`src/rtl/reset_sequencer.sv`:
```
// rtl/reset_sequencer.sv - ordered release of per-stage resets with ack handshake and timeout
module reset_sequencer #(
    parameter int N_STAGES    = 3,
    parameter int HOLD_CYCLES = 16,
    parameter int STAGE_GAP   = 4,
    parameter int ACK_TIMEOUT = 64
) (
    input  logic                clk,
    input  logic                rst,
    input  logic                req,
    input  logic [N_STAGES-1:0] stage_ack,
    output logic [N_STAGES-1:0] rst_out,
    output logic                busy,
    output logic                done,
    output logic                timeout_err
);

    localparam int MAX_HG  = (HOLD_CYCLES > STAGE_GAP) ? HOLD_CYCLES : STAGE_GAP;
    localparam int MAX_CNT = (MAX_HG > ACK_TIMEOUT) ? MAX_HG : ACK_TIMEOUT;
    localparam int CNT_W   = $clog2(MAX_CNT + 1);
    localparam int K_W     = (N_STAGES > 1) ? $clog2(N_STAGES) : 1;

    localparam logic [CNT_W-1:0] HOLD_LAST = CNT_W'(HOLD_CYCLES - 1);
    localparam logic [CNT_W-1:0] GAP_LAST  = CNT_W'((STAGE_GAP > 0) ? STAGE_GAP - 1 : 0);
    localparam logic [CNT_W-1:0] ACK_LAST  = CNT_W'(ACK_TIMEOUT - 1);
    localparam logic [CNT_W-1:0] CNT_SAT   = {CNT_W{1'b1}};
    localparam logic [K_W-1:0]   K_LAST    = K_W'(N_STAGES - 1);

    typedef enum logic [2:0] {
        S_IDLE,
        S_HOLD,
        S_WAIT_ACK,
        S_GAP,
        S_DONE
    } state_t;

    state_t              state_q, state_d;
    logic [CNT_W-1:0]    cnt_q, cnt_d, cnt_inc;
    logic [K_W-1:0]      k_q, k_d, k_nxt;
    logic [N_STAGES-1:0] rst_out_q, rst_out_d;
    logic                busy_q, busy_d;
    logic                done_q, done_d;
    logic                terr_q, terr_d;
    logic                ack_k;
    logic                wait_over;

    // Bit i stays in reset only while i is above the stage currently being released.
    function automatic logic [N_STAGES-1:0] hold_mask(input logic [K_W-1:0] k);
        logic [N_STAGES-1:0] m;
        for (int i = 0; i < N_STAGES; i++) begin
            m[i] = (i > int'(k));
        end
        return m;
    endfunction

    always_comb begin
        ack_k = 1'b0;
        for (int i = 0; i < N_STAGES; i++) begin
            if (K_W'(i) == k_q) begin
                ack_k = stage_ack[i];
            end
        end
    end

    assign cnt_inc   = (cnt_q == CNT_SAT) ? cnt_q : cnt_q + CNT_W'(1);
    assign k_nxt     = k_q + K_W'(1);
    assign wait_over = ack_k || (cnt_q == ACK_LAST);

    always_comb begin
        state_d   = state_q;
        cnt_d     = cnt_q;
        k_d       = k_q;
        rst_out_d = rst_out_q;
        busy_d    = busy_q;
        done_d    = 1'b0;
        terr_d    = terr_q;

        case (state_q)
            S_IDLE: begin
                rst_out_d = '0;
                busy_d    = 1'b0;
            end
            S_HOLD: begin
                if (cnt_q == HOLD_LAST) begin
                    state_d   = S_WAIT_ACK;
                    cnt_d     = '0;
                    k_d       = '0;
                    rst_out_d = hold_mask('0);
                end else begin
                    cnt_d = cnt_inc;
                end
            end
            S_WAIT_ACK: begin
                if (wait_over) begin
                    // A timeout advances exactly like an ack on the last wait cycle.
                    if (!ack_k) begin
                        terr_d = 1'b1;
                    end
                    cnt_d = '0;
                    if (k_q == K_LAST) begin
                        state_d = S_DONE;
                        done_d  = 1'b1;
                    end else if (STAGE_GAP == 0) begin
                        k_d       = k_nxt;
                        rst_out_d = hold_mask(k_nxt);
                    end else begin
                        state_d = S_GAP;
                    end
                end else begin
                    cnt_d = cnt_inc;
                end
            end
            S_GAP: begin
                if (cnt_q == GAP_LAST) begin
                    state_d   = S_WAIT_ACK;
                    cnt_d     = '0;
                    k_d       = k_nxt;
                    rst_out_d = hold_mask(k_nxt);
                end else begin
                    cnt_d = cnt_inc;
                end
            end
            S_DONE: begin
                state_d   = S_IDLE;
                rst_out_d = '0;
                busy_d    = 1'b0;
            end
            default: begin
                state_d   = S_HOLD;
                cnt_d     = '0;
                k_d       = '0;
                rst_out_d = '1;
                busy_d    = 1'b1;
            end
        endcase

        // A request in any state (re)starts the full sequence from HOLD.
        if (req) begin
            state_d   = S_HOLD;
            cnt_d     = '0;
            k_d       = '0;
            rst_out_d = '1;
            busy_d    = 1'b1;
            done_d    = 1'b0;
            terr_d    = 1'b0;
        end
    end

    always_ff @(posedge clk or posedge rst) begin
        if (rst) begin
            state_q   <= S_HOLD;
            cnt_q     <= '0;
            k_q       <= '0;
            rst_out_q <= '1;
            busy_q    <= 1'b1;
            done_q    <= 1'b0;
            terr_q    <= 1'b0;
        end else begin
            state_q   <= state_d;
            cnt_q     <= cnt_d;
            k_q       <= k_d;
            rst_out_q <= rst_out_d;
            busy_q    <= busy_d;
            done_q    <= done_d;
            terr_q    <= terr_d;
        end
    end

    assign rst_out     = rst_out_q;
    assign busy        = busy_q;
    assign done        = done_q;
    assign timeout_err = terr_q;

endmodule

```
`config.mk`:
```
export PLATFORM = sky130hd
export DESIGN_NAME = reset_sequencer
export DESIGN_NICKNAME = d
export VERILOG_FILES = /design/src/rtl/reset_sequencer.sv
export SDC_FILE = /design/constraint.sdc
export NUM_CORES = 1
export LEC_CHECK = 0
export ABC_AREA = 1
export ABC_CLOCK_PERIOD_IN_PS = 3200
export CELL_PAD_IN_SITES_DETAIL_PLACEMENT = 1
export CELL_PAD_IN_SITES_GLOBAL_PLACEMENT = 2
export CORE_MARGIN = 4
export CORE_UTILIZATION = 34
export DETAILED_ROUTE_END_ITERATION = 7
export PLACE_DENSITY_LB_ADDON = 0.1
export SLEW_MARGIN = 20
export SYNTH_ARGS = -nofsm -noshare
export SYNTH_HDL_FRONTEND = slang
export SYNTH_SLANG_ARGS = --single-unit
export TNS_END_PERCENT = 1
```
`constraint.sdc`:
```
create_clock -name clk -period 3.2 [get_ports clk]
set_clock_uncertainty 0.2 [all_clocks]
set_input_delay 0.32 -clock clk [delete_from_list [all_inputs] [get_ports clk]]
set_output_delay 0.32 -clock clk [all_outputs]
set_load 0.03 [all_outputs]
```
* Word-level counts from Yosys, hierarchy flattened *
Cells that the tools add are included.

word-level totals
  bits in registers = 18
  latch bits = 0
  RAM bits = 0
  memory bits (read-only) = 0
  input bits = 6
  output and inout bits = 6
  logic and storage cells = 76
  memories = 0

cells by class
  $add $sub $neg = 2
  multiply operators = 0
  divide/modulo/power cells = 0
  magnitude comparators = 2
  equality and inequality tests = 20
  shifts and indexed selects = 0
  multiplexer cells = 33
  bitwise operators = 0
  reductions and logical operators = 12

operator list
  cell                                                   count
  2-to-1 mux 7 bit                                       5
  case mux 7 bit (4 select lines)                        1
  2-to-1 mux 3 bit                                       8
  case mux 3 bit (5 select lines)                        1
  2-to-1 mux 1 bit                                       12
  case mux 3 bit (4 select lines)                        1
  inequality test 3 bit, second input constant           3
  AND reduction 3 bit                                    3
  adder 7 x 1 -> 7 bit, second input constant            1
  equality test 7 x 2 -> 1 bit, second input constant    1
  equality test 7 x 4 -> 1 bit, second input constant    1
  equality test 7 x 6 -> 1 bit, second input constant    1
  equality test 7 bit, second input constant             1
  equality test 3 x 2 -> 1 bit, second input constant    2
  2-to-1 mux 2 bit                                       3
  inequality test 2 x 1 -> 1 bit, second input constant  3
  inequality test 2 bit, second input constant           3
  case mux 2 bit (3 select lines)                        1
  OR reduction 3 bit                                     2
  AND reduction 4 bit                                    1
  nonzero test 2 bit                                     2
  equality test 3 x 1 -> 1 bit, second input constant    1
  equality test 3 bit, second input constant             1
  zero test 3 bit                                        1
  10 further kinds                                       10

* Logic depth before layout (Yosys ltp) *
  word-level depth = 8
  gate-level depth with buffers = 10
  gate-level depth less buffers = 10

* Worst setup path before layout *
OpenSTA, ideal clock, no wires.

  path type = register -> register
  start = register k_q[0]
  end = register cnt_q[3]
  setup time = 0.065 ns
  arrival time = 1.345 ns
  data required time = 2.935 ns
  slack = 1.590 ns
  stages on the path, launching flop included = 10
  path buffers = 0
  clock period less this slack = 1.610 ns
  path through = dfrtp_1 inv_1 ha_1 inv_1 or2_0 nand2_1 nand3_1 nand2_2 nand3_1 nand2_1

on the way
  longest elaborated chain between the ends = 8
  elaborated cells between the ends (all ways) = 10
  classes of those cells = 2 x eq/ne; 6 x mux; 2 x reduce/logical

ends and longest elaborated chain
  item                                 line  text
  from (decl)                          39    logic [K_W-1:0] k_q, k_d, k_nxt;
  from (signal assigned)               161   k_q <= k_d;
  zero test 2 bit                      59    if (K_W'(i) == k_q) begin
  2-to-1 mux 1 bit (2 in series)       59
  2-to-1 mux 1 bit (*)                 59
  logical OR 1 bit (*)                 67    assign wait_over = ack_k || (cnt_q == ACK_LAST);
  2-to-1 mux 7 bit (*)                 94    if (wait_over) begin
  case mux 7 bit (4 select lines) (*)  78    case (state_q)
  2-to-1 mux 7 bit (*)                 138   if (req) begin
  to (signal assigned)                 160   cnt_q <= cnt_d;
  to (decl)                            38    logic [CNT_W-1:0] cnt_q, cnt_d, cnt_inc;

Mark *: on every way between the ends. The rest lies on a longest branch, timed or not.
A chain may end at the register's enable or synchronous reset.

* Worst setup path after layout *
  start = register busy_q (netlist: busy)
  end = output port busy

RTL lines
  item                    line  text
  from (decl)             41    logic busy_q, busy_d;
  from (signal assigned)  163   busy_q <= busy_d;
  to (decl)               13    output logic busy,

No word-level cell between the ends.

==> impl_metrics.json <==
{
  "cts_tree": "done",
  "h-tree-depth": 1,
  "synthFlopType": "dfrtp_1",
  "path_cells": "clkdlybuf4s50_1",
  "path_class": "flop to output port",
  "syn_avg_cell_area_um2": 7.22,
  "synthMuxAreaShare": 0,
  "synth_edf_count": 0,
  "wl_mm": 2.96,
  "initial_core_util": 0.353,
  "die_width_um": 66.8,
  "setup_ws_ns": 1.17,
  "grt_max_degree": 19,
  "first_pass_iters": 4,
  "root_buffer": "clkbuf_4",
  "hold_viol": 0,
  "drv_cap": 0,
  "layout-drive-gt1-share": 0.129,
  "cts.sinks": 18,
  "p_leak_nw": 0.717,
  "max_slew_margin": 0.535,
  "path_depth": 1,
  "clock.fmax_mhz": 493,
  "yosysSeqAreaShare": 0.388,
  "drtIter0Drc": 29,
  "portBuffers": 11,
  "syn_area_mm2": 0.00118,
  "area_growth_pct": 17.3,
  "ant_nets": 0,
  "fin_tns_setup_ns": 0,
  "cts_resized": 0,
  "status": "finished, final reports clean",
  "fin_crit_ns": 2.03,
  "power-per-cell-area_mw_per_mm2": 695,
  "clockBufferDepth": 2,
  "insertedDiodeCount": 0,
  "min_period_over_period": 0.634,
  "synth_top_family_by_area": "simple AND/OR/NAND/NOR gates",
  "setup_viol": 0,
  "insertion_delay_ns": 0.30,
  "tightest_slew_ns": 0.696,
  "wl_per_cell_um": 13.2,
  "via_per_inst": 4.77,
  "slowest_stage": "clkdlybuf4s50_1",
  "yosys_warnings": 0,
  "reg2regPathDepth": 9,
  "min_path_type": "primary input to async pin",
  "dieArea_mm2": 0.00447,
  "first_global_vias": 1105,
  "ys_ff_latch": 18,
  "cts_buffers": 3,
  "clk_pin_slew_ns": 0.11,
  "cpPeakStageDelay_ns": 0.67,
  "routabilityCongestion": 0.783,
  "synth_cell_types": 23,
  "final_nets": 190,
  "synth_top_area_cell": "dfrtp_1",
  "core_mm2": 0.00334,
  "die_y_um": 66.8,
  "arrival_ns": 1.51,
  "pin_count": 12,
  "hold_buffers": 0,
  "cp_top_family": "buffers and inverters",
  "required_ns": 2.68,
  "worst-path-buf-inv": 1,
  "synth-simple-area-share": 0.360,
  "report.final.slew_viol_count": 0,
  "antenna_found_initial": 0,
  "syn_nets": 174,
  "post-cts-setup-buffers": 0,
  "cp_max_fo": 2,
  "num_vias": 1068,
  "synth_cells": 163,
  "synth-xor-area-share": 0.0298,
  "dpl.hpwl_mm": 2.36,
  "grt_pass1_wl_mm": 5.20,
  "gr-usage-all-layers": 0.153,
  "peakVddDrop_v": 0.000296,
  "synth_fa_ha_area_frac": 0.0531,
  "gr-total-overflow": 0,
  "placementRows": 21,
  "async_flop_share": 1.00,
  "critPathLaunchType": "flop",
  "synth_compound_area_frac": 0.0818,
  "crit_path_end_kind": "output port",
  "synth_area_leaders": "dfrtp_1 (28%), nand2_1 (15%), dfstp_2 (11%)",
  "reg2reg_slack_ns": 1.30,
  "dpl_worst_slack_ns": 1.19,
  "drc": 0,
  "rsz0062_at_grt": "false",
  "synthDominantCellAreaShare": 0.276
}
==> through the flow <==
stage	total power, W	std cells	cell area [um^2]	util	hold slack (ns)
floorplan	0.000680	163	1180	-	0.0549
global placement	0.000816	220	1350	0.403	0.259
detailed placement	0.000822	220	1350	0.403	0.272
CTS	0.000973	224	1380	0.414	0.258
global route	0.00104	224	1380	0.414	0.295
finish	0.000960	224	1380	0.414	0.221
==> where the power goes <==
part	switching (W)	total [W]	internal, W
clock network	0.0000768	0.000146	0.0000694
logic	0.000308	0.000467	0.000160
registers	0.0000475	0.000346	0.000299
total	0.000432	0.000960	0.000528
==> area by class of cell <==
class | count | area, um^2
fillers | 447 | 1960
inverters | 27 | 103
repair buffers | 11 | 110
well taps | 46 | 57.6
flip-flops and latches | 18 | 457
multi-input cells | 118 | 618
clock buffers | 4 | 36.3
==> state kept, by name, indices dropped and copies added (netlist names) <==
signal and count:
k_q 2, cnt_q 7, rst_out 3, busy 1
done 1, timeout_err 1, state_q 3
==> placed cells by master, fill, tap and decap left out <==
cell             count
or2_0                1
dfrtp_1             13
clkinv_2             1
xor2_1               4
o21ai_0              4
a21oi_1              6
a211oi_1             2
clkdlybuf4s50_1     11
nor3_1               3
nand2_1             48
clkbuf_4             3
inv_2                4
nand2_4              2
nand2_2              2
nor2_1              11
clkbuf_8             1
inv_1               22
o21ai_2              1
nand3_2              3
nand4_1              4
o21bai_1             1
nand3_1             17
dfstp_2              5
ha_1                 5
nor2_2               1
o21ai_1              3
==> cell families (layout without fill, tap and decap cells) <==
group,after synthesis,in the layout
AND/OR/NAND/NOR,92,92
buffers and inverters,27,42
flip-flops,18,18
AO/OA/AOI/OAI,17,17
adder cells (fa/ha/maj),5,5
XOR/XNOR,4,4
==> cell usage after synthesis (all sizes together) (3+ instances only) <==
library cell / n
a21oi: 6
dfrtp: 13
dfstp: 5
ha: 5
inv: 26
nand2: 52
nand3: 20
nand4: 4
nor2: 12
nor3: 3
o21ai: 8
xor2: 4
==> per-layer routing <==
layer | track usage | up-vias | routed length (um)
met5 | 0 | - | 0
met4 | 0.0457 | 0 | 25
met3 | 0.0202 | 4 | 91
met2 | 0.236 | 20 | 1330
met1 | 0.220 | 499 | 1520
li1 | - | 545 | -
==> worst register-to-register path: cells and delay by family (launching register included) <==
family / cells / cell delay [ns]
fa+ha+maj: 1 / 0.17
simple gates: 6 / 0.83
buf+inv: 2 / 0.19
flops: 1 / 0.45
==> worst paths after layout <==
| path | start | to |
|---|---|---|
| max | busy$_DFFE_PP1P_ | busy |
| min | rst | cnt_q[2]$_DFFE_PP0P_ |
| max reg2reg | k_q[0]$_DFFE_PP0P_ | cnt_q[2]$_DFFE_PP0P_ |
| min reg2reg | rst_out[1]$_DFFE_PP1P_ | rst_out[1]$_DFFE_PP1P_ |
| max in group asynchronous | rst | state_q[2]$_DFFE_PP0P_ |
| min in group clk | rst_out[1]$_DFFE_PP1P_ | rst_out[1]$_DFFE_PP1P_ |
No activity file was read; power rests on OpenSTA's default activity.
